[src/rtl/cnn_sched_pkg.sv]
// Shared types and default constants for the CNN stage scheduler.
package cnn_sched_pkg;

    localparam int unsigned DEF_NUM_STAGES = 4;
    localparam int unsigned DEF_TIMEOUT    = 1048575;
    localparam int unsigned DEF_TMR_W      = 20;
    localparam int unsigned FRAME_CNT_W    = 16;
    localparam int unsigned PERF_CNT_W     = 32;

    typedef enum logic [2:0] {
        ST_IDLE,
        ST_ISSUE,
        ST_WAIT,
        ST_DONE,
        ST_ERR
    } sched_state_e;

endpackage

[src/rtl/sched_timeout_timer.sv]
// WAIT-state watchdog: counts enabled cycles and flags expiry on the
// TIMEOUT-th enabled cycle since the last clear.
module sched_timeout_timer
    import cnn_sched_pkg::*;
#(
    parameter int unsigned TIMEOUT = DEF_TIMEOUT,
    parameter int unsigned TMR_W   = DEF_TMR_W
) (
    input  logic clk_i,
    input  logic rst_ni,
    input  logic clear_i,
    input  logic enable_i,
    output logic expired_o
);

    localparam logic [TMR_W-1:0] LAST = TMR_W'(TIMEOUT - 1);

    logic [TMR_W-1:0] cnt_q, cnt_d;

    // Next count: clear has priority, count saturates at the expiry value.
    always_comb begin
        cnt_d = cnt_q;
        if (clear_i) begin
            cnt_d = '0;
        end else if (enable_i && (cnt_q != LAST)) begin
            cnt_d = cnt_q + TMR_W'(1);
        end
    end

    // Count register with synchronous active-low reset.
    always_ff @(posedge clk_i) begin
        if (!rst_ni) begin
            cnt_q <= '0;
        end else begin
            cnt_q <= cnt_d;
        end
    end

    assign expired_o = enable_i && (cnt_q == LAST);

endmodule

[src/rtl/cnn_stage_scheduler.sv]
// Frame sequencer for the CNN pipeline: issues one-hot start pulses to each
// stage in turn, waits for its ready, tracks one pending request and keeps
// sticky error flags. Optional macro CNN_SCHED_PERF_EN adds a per-frame
// cycle counter driving last_frame_cycles (constant 0 when undefined).
module cnn_stage_scheduler
    import cnn_sched_pkg::*;
#(
    parameter int unsigned NUM_STAGES = DEF_NUM_STAGES,
    parameter int unsigned TIMEOUT    = DEF_TIMEOUT,
    parameter int unsigned TMR_W      = DEF_TMR_W
) (
    input  logic                   clk_in,
    input  logic                   rst_n,
    input  logic                   frame_req,
    input  logic                   err_clr,
    input  logic [NUM_STAGES-1:0]  stage_ready,
    output logic [NUM_STAGES-1:0]  stage_start,
    output logic                   busy,
    output logic                   frame_done,
    output logic [FRAME_CNT_W-1:0] frame_cnt,
    output logic                   err_timeout,
    output logic                   err_spurious,
    output logic                   err_overrun,
    output logic [PERF_CNT_W-1:0]  last_frame_cycles
);

    localparam int unsigned      IDX_W    = (NUM_STAGES > 1) ? $clog2(NUM_STAGES) : 1;
    localparam logic [IDX_W-1:0] LAST_IDX = IDX_W'(NUM_STAGES - 1);

    sched_state_e           state_q, state_d;
    logic [IDX_W-1:0]       idx_q, idx_d;
    logic                   pending_q, pending_d;
    logic [FRAME_CNT_W-1:0] fcnt_q, fcnt_d;
    logic                   err_to_q, err_to_d;
    logic                   err_sp_q, err_sp_d;
    logic                   err_ov_q, err_ov_d;

    logic [NUM_STAGES-1:0]  idx_onehot;
    logic                   ready_hit;
    logic                   spurious_evt;
    logic                   overrun_evt;
    logic                   timeout_evt;
    logic                   tmr_clear;
    logic                   tmr_en;
    logic                   tmr_expired;

    sched_timeout_timer #(
        .TIMEOUT (TIMEOUT),
        .TMR_W   (TMR_W)
    ) u_timer (
        .clk_i     (clk_in),
        .rst_ni    (rst_n),
        .clear_i   (tmr_clear),
        .enable_i  (tmr_en),
        .expired_o (tmr_expired)
    );

    // Decode the current stage index and classify incoming ready pulses.
    always_comb begin
        idx_onehot        = '0;
        idx_onehot[idx_q] = 1'b1;
        ready_hit         = (state_q == ST_WAIT) && stage_ready[idx_q];
        spurious_evt      = (state_q == ST_WAIT) ? |(stage_ready & ~idx_onehot)
                                                 : |stage_ready;
    end

    // Next-state, stage index, pending request and error events.
    always_comb begin
        state_d     = state_q;
        idx_d       = idx_q;
        pending_d   = pending_q;
        fcnt_d      = fcnt_q;
        tmr_clear   = 1'b0;
        tmr_en      = 1'b0;
        overrun_evt = 1'b0;
        timeout_evt = 1'b0;

        if ((state_q == ST_ISSUE) || (state_q == ST_WAIT) || (state_q == ST_DONE)) begin
            if (frame_req) begin
                if (pending_q) begin
                    overrun_evt = 1'b1;
                end else begin
                    pending_d = 1'b1;
                end
            end
        end

        case (state_q)
            ST_IDLE: begin
                if (frame_req) begin
                    state_d = ST_ISSUE;
                    idx_d   = '0;
                end
            end
            ST_ISSUE: begin
                tmr_clear = 1'b1;
                state_d   = ST_WAIT;
            end
            ST_WAIT: begin
                tmr_en = 1'b1;
                // A ready that lands on the expiry cycle still advances.
                if (ready_hit) begin
                    if (idx_q == LAST_IDX) begin
                        state_d = ST_DONE;
                        fcnt_d  = fcnt_q + FRAME_CNT_W'(1);
                    end else begin
                        state_d = ST_ISSUE;
                        idx_d   = idx_q + IDX_W'(1);
                    end
                end else if (tmr_expired) begin
                    state_d     = ST_ERR;
                    timeout_evt = 1'b1;
                end
            end
            ST_DONE: begin
                // A request arriving here either starts the next frame or,
                // if one was already pending, is dropped as an overrun.
                pending_d = 1'b0;
                if (pending_q || frame_req) begin
                    state_d = ST_ISSUE;
                    idx_d   = '0;
                end else begin
                    state_d = ST_IDLE;
                end
            end
            ST_ERR: begin
                if (err_clr) begin
                    state_d   = ST_IDLE;
                    idx_d     = '0;
                    pending_d = 1'b0;
                end
            end
            default: begin
                state_d = ST_IDLE;
                idx_d   = '0;
            end
        endcase
    end

    // Sticky flags: err_clr wins over a same-cycle set.
    always_comb begin
        err_to_d = err_clr ? 1'b0 : (err_to_q | timeout_evt);
        err_sp_d = err_clr ? 1'b0 : (err_sp_q | spurious_evt);
        err_ov_d = err_clr ? 1'b0 : (err_ov_q | overrun_evt);
    end

    // Control state registers with synchronous active-low reset.
    always_ff @(posedge clk_in) begin
        if (!rst_n) begin
            state_q   <= ST_IDLE;
            idx_q     <= '0;
            pending_q <= 1'b0;
            fcnt_q    <= '0;
            err_to_q  <= 1'b0;
            err_sp_q  <= 1'b0;
            err_ov_q  <= 1'b0;
        end else begin
            state_q   <= state_d;
            idx_q     <= idx_d;
            pending_q <= pending_d;
            fcnt_q    <= fcnt_d;
            err_to_q  <= err_to_d;
            err_sp_q  <= err_sp_d;
            err_ov_q  <= err_ov_d;
        end
    end

    assign stage_start  = (state_q == ST_ISSUE) ? idx_onehot : '0;
    assign busy         = (state_q != ST_IDLE);
    assign frame_done   = (state_q == ST_DONE);
    assign frame_cnt    = fcnt_q;
    assign err_timeout  = err_to_q;
    assign err_spurious = err_sp_q;
    assign err_overrun  = err_ov_q;

`ifdef CNN_SCHED_PERF_EN
    logic [PERF_CNT_W-1:0] perf_q, perf_d;
    logic [PERF_CNT_W-1:0] last_q, last_d;

    // Frame cycle counter: starts at 1 on the first ISSUE, saturates, and
    // is captured while in DONE so the first ISSUE and DONE both count.
    always_comb begin
        perf_d = perf_q;
        last_d = last_q;
        if ((state_d == ST_ISSUE) && ((state_q == ST_IDLE) || (state_q == ST_DONE))) begin
            perf_d = PERF_CNT_W'(1);
        end else if ((state_q == ST_ISSUE) || (state_q == ST_WAIT)) begin
            if (perf_q != '1) begin
                perf_d = perf_q + PERF_CNT_W'(1);
            end
        end
        if (state_q == ST_DONE) begin
            last_d = perf_q;
        end
    end

    // Performance registers with synchronous active-low reset.
    always_ff @(posedge clk_in) begin
        if (!rst_n) begin
            perf_q <= '0;
            last_q <= '0;
        end else begin
            perf_q <= perf_d;
            last_q <= last_d;
        end
    end

    assign last_frame_cycles = last_q;
`else
    assign last_frame_cycles = '0;
`endif

endmodule

[config.mk]
export PLATFORM = sky130hd
export DESIGN_NAME = cnn_stage_scheduler
export DESIGN_NICKNAME = d
export VERILOG_FILES = /design/src/rtl/cnn_sched_pkg.sv /design/src/rtl/sched_timeout_timer.sv /design/src/rtl/cnn_stage_scheduler.sv
export SDC_FILE = /design/constraint.sdc
export NUM_CORES = 1
export LEC_CHECK = 0
export CAP_MARGIN = 30
export CORE_MARGIN = 2
export CORE_UTILIZATION = 30
export CTS_CLUSTER_SIZE = 10
export DETAILED_ROUTE_END_ITERATION = 16
export PLACE_DENSITY = 0.51
export SYNTH_ARGS = -nofsm -noshare
export SYNTH_HDL_FRONTEND = slang
export SYNTH_HIERARCHICAL = 1
export SYNTH_SLANG_ARGS = --single-unit
[constraint.sdc]
create_clock -name clk_in -period 2.2 [get_ports clk_in]
set_clock_uncertainty 0.1 [all_clocks]
set_input_delay 0.55 -clock clk_in [delete_from_list [all_inputs] [get_ports clk_in]]
set_output_delay 0.55 -clock clk_in [all_outputs]
set_load 0.005 [all_outputs]
; ---- Word-level counts from Yosys, hierarchy flattened
; Cells that the tools add are included.
[totals]
regBits = 45
in_bits = 8
output_inout_bits = 57
wordCells = 80
[classes]
add_sub_neg = 3
n_lt_le_gt_ge = 2
n_eq_ne = 13
muxes = 31
bitwise = 7
reduce_logical = 16
[ops]
columns = operator, count
row1 = $add 20x1->20 const B, 1
row2 = $eq 20x20->1 const B, 1
row3 = $ne 20x20->1 const B, 1
row4 = $add 16x1->16 const B, 1
row5 = $mux 1, 15
row6 = $pmux 3 s5, 1
row7 = $mux 2, 6
row8 = $mux 3, 4
row9 = $pmux 2 s5, 1
row10 = $ne 2x2->1 const B, 4
row11 = $reduce_or 4->1, 2
row12 = $eq 3x2->1 const B, 2
row13 = $reduce_and 3->1, 2
row14 = $reduce_and 6->1, 1
row15 = $and 4x4->4, 1
row16 = $logic_and 1x1->1, 4
row17 = $mux 4, 1
row18 = $not 4->4, 1
row19 = $reduce_or 2->1, 2
row20 = $eq 3x1->1 const B, 1
row21 = $eq 3x3->1 const B, 1
row22 = $logic_not 3->1, 1
row23 = $logic_or 1x1->1, 3
row24 = $lt 2x3->1 const B, 1
row25 = other kinds (11), 14

; ---- Longest topological paths before layout
[logic_depth]
word_depth = 9
depth_mapped = 11
mapped_depth_nobuf = 10

; ---- Modules after synthesis
; The synthesis kept the hierarchy.
[modules_own_cells]
columns = module, n_inst, cells_each, area_per_inst_um2, seq_area_each_um2
row1 = cnn_stage_scheduler, 1, 184, 1590.3, 500.5
row2 = sched_timeout_timer, 1, 138, 1141.1, 400.4

; ---- Least setup slack after synthesis
; OpenSTA, ideal clock, no wires.
[synth_timing]
kind = register to register
start = reg state_q[0]
end = reg u_timer.cnt_q[9]
setup_ns = 0.070
t_arrival_ns = 2.050
required_ns = 2.030
path_slack_ns = -0.021
stages_incl_launch_ff = 8
path_buffers = 2
synth_period_minus_slack_ns = 2.221
cell_sequence = dfxtp_1 > clkbuf_1 > nor3b_2 > and4_1 > nand2_1 > clkbuf_1 > or4_1 > a21oi_1
[synth_via]
elab_chain_len = 3
elab_cells_between_ends = 6
cone_classes = 2 x eq/ne / 2 x mux / 2 x reduce/logical
[synth_rtl]
columns = item, line
row1 = from (decl), cnn_stage_scheduler.sv:30  ; sched_state_e state_q, state_d;
row2 = from (signal assigned), cnn_stage_scheduler.sv:158  ; state_q <= state_d;
row3 = $eq 3x2->1, cnn_stage_scheduler.sv:88  ; case (state_q)
row4 = $mux 1, cnn_stage_scheduler.sv:88
row5 = named net tmr_en, cnn_stage_scheduler.sv:44  ; logic tmr_en;
row6 = $logic_and 1x1->1, sched_timeout_timer.sv:25  ; end else if (enable_i && (cnt_q != LAST)) begin
row7 = to (signal assigned), sched_timeout_timer.sv:35  ; cnt_q <= cnt_d;
row8 = to (decl), sched_timeout_timer.sv:18  ; logic [TMR_W-1:0] cnt_q, cnt_d;
; The timed path passes the listed nets, and every way through them passes these cells.
; A chain may end at the register's enable or synchronous reset.

; ---- Worst setup path in the final report
[layout_timing]
start = reg state_q[1]
end = out busy
[layout_via]
elab_chain_len = 1
[layout_rtl]
columns = item, line
row1 = $reduce_bool 3->1, cnn_stage_scheduler.sv:169  ; assign busy = (state_q != ST_IDLE);
row2 = to (decl), cnn_stage_scheduler.sv:18  ; output logic busy,
; No other way between the ends.

==> results.txt <==
#FFs+latches synth - 45
Fill count - 909
Gp weighted congestion - 0.7831
Reg2reg setup slack - 0.18 ns
CTS sink cnt - 45
Cell taking the most area after synthesis - dfxtp_1
CP max stage delay - 0.49 ns
Crit path DAT - 1.47 ns
Post-route DRC - 0
XOR/XNOR Fraction of Synth Area - 0.04489
Pleak - 1.358 nW
Pwr dens - 460.9 nW/um^2
Clock period minus worst slack - 2.117 ns
GR Util All Layers - 0.1263
Multi-input gate area - 1644 um^2
Final wirelength - 5.988 mm
Largest net degree at the start of global routing - 23
Status - finished, final reports clean
Cell Rows - 34
Clock edge transition at the registers on the reported setup and hold paths - 0.09 ns
Met2 usage - 0.2100
Synth Area per Inst - 8.483 um^2
RSZ-0062 raised after global routing - no
Post-DRT Antenna Nets - 0
Initial antenna violation count - 0
Commonest non-fill, non-tap cell in the layout - dfxtp_1
TritonCTS clock tree - done
Die Y - 99.42 um
Hold Crit Start - err_timeout$_SDFF_PP0_
Buffers on Ports - 32
CP cell instances - buf_4, nor2_4, nand2_1, clkdlybuf4s50_1
IR drop worst, VDD - 0.0002143 V
R2R depth - 6
Met3 Use GR - 0.02460
YS warnings - 6
Gr ovfl total - 0
Root Driver - clkbuf_8
N_diodes - 0
Area contributors post-synth - dfxtp_1 33%, buf_4 8.8%, and2_1 5.3%, nand2_1 3.4%, nand3_1 3.3%
Worst hold stages - 2
Crit path kind - flip-flop to primary output
Vias in the first global route - 2,294
Iteration count of the initial detailed-routing pass - 5
Crit-path slowest cell - clkdlybuf4s50_1
Post-Synth Adder-Cell Area - 0.03207
Cell variety after synth - 55
CP Capture Type - primary output
CORE AREA - 8763 um^2
Max clock buf depth - 2
Synthesized cell area - 2731 um^2
Area fraction in and, or, nand and nor cells after synthesis - 0.3138
Worst path bufs/invs - 2
HP Class - flip-flop to flip-flop
CP max FO - 9
DP HPWL - 4.386 mm
Post-synth top flop - dfxtp_1
Number of cells on the critical path - 4
Share of layout cells above drive strength 1 - 0.1526
Asr flop ratio synth - 0
Final Cell Area - 3366 um^2
# IOs - 65
Placement Setup Slack - -0.1550 ns
CTS Buf Count - 5
Final setup violation count - 0
Crit start category - flip-flop
Vias per cell - 4.939
Multiplexer share of the synthesized area - 0.008246
Compound-gate portion of the synthesized area - 0.1493
Total number of vias - 2,410
Htree depth - 2
GR Layer Usage met1 - 0.1662
Mapped Cells - 322
Number of synthesized flops with an enable pin - 0
First-pass GRT wire length - 10.45 mm
Die X-Extent - 99.42 um
Part of the cycle the worst path needs - 0.9623
Most frequent cells in the layout - 41 x dfxtp_1, 32 x conb_1, 30 x buf_4, 27 x clkdlybuf4s50_1, 24 x nand2_1
Top delay family on crit path - buffers and inverters
CP required - 1.55 ns
Reg area - 910.9 um^2
Global routing's busiest layer - met2
Final Max Slew Viols - 0
F_max - 0.4723 GHz
Seq/Total Area, Yosys - 0.3298
Hold Vio Cnt, Final - 0
Hold EP - err_timeout$_SDFF_PP0_
Routed len/inst - 12.27 um
Post-CTS Hold Buffers - 0
Largest family of logic cells by synthesized area - simple AND/OR/NAND/NOR gates
Setup WS post-layout - 0.08288 ns
Initial core utilization - 0.3117
Yosys top cell area share - 0.3298
Synth-to-layout area growth - 23.22%
RR Endpoint - u_timer/cnt_q[19]$_SDFFE_PP0P_
Post-Place Cell Area - 3221 um^2
Worst r2r src - state_q[0]$_SDFFE_PN0P_
Number of DRC markers in iteration 0 - 81
Final Net Count - 394
Max_cap viols - 0
Clk_lat worst skew - 0.29 ns
Die area - 9883 um^2
-- per-stage QoR --
| step | instances | TNS (ns) | total power [mW] | hold slack [ns] | utilization |
|---|---|---|---|---|---|
| after floorplan | 353 | 0 | 1.006 | 0.3533 | - |
| after CTS | 488 | 0 | 1.574 | 0.3797 | 0.3835 |
| final | 488 | 0 | 1.551 | 0.3734 | 0.3841 |
| after global routing | 488 | 0 | 1.633 | 0.4044 | 0.3841 |
| after detailed placement | 476 | -1.869 | 1.048 | 0.3590 | 0.3675 |
| after global placement | 476 | -1.590 | 1.050 | 0.3583 | 0.3675 |
-- area by class of cell --
type | instances | area share
Timing Repair Buffer | 63 | 0.1651
Sequential cell | 45 | 0.2706
Clock inverter | 2 | 0.002974
Tap cell | 108 | 0.04015
Inverter | 10 | 0.01115
Clock buffer | 6 | 0.02156
Multi-Input combinational cell | 254 | 0.4885
-- synth_stat cells (2+ instances only) --
| cell type | count |
|---|---|
| dfxtp_1 | 45 |
| buf_4 | 32 |
| nand2_1 | 25 |
| and2_1 | 23 |
| nand3_1 | 18 |
| nor2_1 | 13 |
| nor3_1 | 12 |
| a21oi_1 | 11 |
| inv_1 | 10 |
| xor2_1 | 8 |
| and3_1 | 7 |
| clkbuf_1 | 7 |
| ha_1 | 7 |
| a31oi_1 | 6 |
| nand2b_1 | 6 |
| nand4_1 | 6 |
| xnor2_1 | 6 |
| a211oi_1 | 5 |
| buf_2 | 5 |
| o21ai_0 | 5 |
| or4_1 | 5 |
| and4_1 | 4 |
| nor3b_1 | 4 |
| or3_1 | 4 |
| nor2b_1 | 3 |
| nor4_1 | 3 |
| o311ai_0 | 3 |
| o31ai_1 | 3 |
| o41ai_1 | 3 |
| a21boi_0 | 2 |
| a21o_1 | 2 |
| a32o_1 | 2 |
| nand3_4 | 2 |
| nor4_4 | 2 |
| o211a_1 | 2 |
| o211ai_1 | 2 |
-- worst reg2reg max path, stage by stage (launching register included) --
cell and delay [ns]:
dfxtp_4 0.36, buf_4 0.15, nor3b_4 0.25, and4_1 0.26
nand2_2 0.15, or4_1 0.53, a21oi_1 0.16
-- power breakdown --
group | internal [mW] | switching (mW)
registers | 0.826 | 0.0112
logic | 0.0991 | 0.108
clock network | 0.221 | 0.286
-- metal layers --
layer,wire [um],vias to the layer above
met5,0,-
met3,254,4
met4,65,0
li1,-,1214
met2,2735,61
met1,2932,1131
-- kinds of logic (layout without fill, tap and decap cells) --
| family | count (synthesis) | in the layout |
|---|---|---|
| compound gates | 57 | 57 |
| xor+xnor | 14 | 14 |
| fa+ha+maj | 7 | 7 |
| buf+inv | 54 | 81 |
| flops | 45 | 45 |
| mux | 1 | 1 |
| other cells | 1 | 32 |
| simple gates | 143 | 143 |
-- timing repair --
item,in CTS,in global routing
resized for setup,15,5
gates cloned,0,0
endpoints found under the setup margin,6,7
setup buffers,4,0
-- worst max-delay path by stage --
| stage | start | end | slack [ns] |
|---|---|---|---|
| final | state_q[1]$_SDFFE_PN0P_ | busy | 0.08 |
| after global routing | state_q[1]$_SDFFE_PN0P_ | busy | 0.006 |
| after CTS | state_q[2]$_SDFFE_PN0P_ | stage_start[1] | 0.02 |
| after detailed placement | stage_ready[3] | frame_cnt[11]$_SDFFE_PN0P_ | -0.16 |
| after global placement | stage_ready[3] | frame_cnt[5]$_SDFFE_PN0P_ | -0.13 |
| after floorplan | state_q[0]$_SDFFE_PN0P_ | u_timer/cnt_q[9]$_SDFFE_PP0P_ | 0.06 |
-- state kept, by name, summed over array words and instances, names as in the netlist --
register / flops
state_q: 3
err_spurious: 1
idx_q: 2
pending_q: 1
frame_cnt: 16
err_overrun: 1
err_timeout: 1
u_timer/cnt_q: 20
Power figures use the tool's default switching activity.
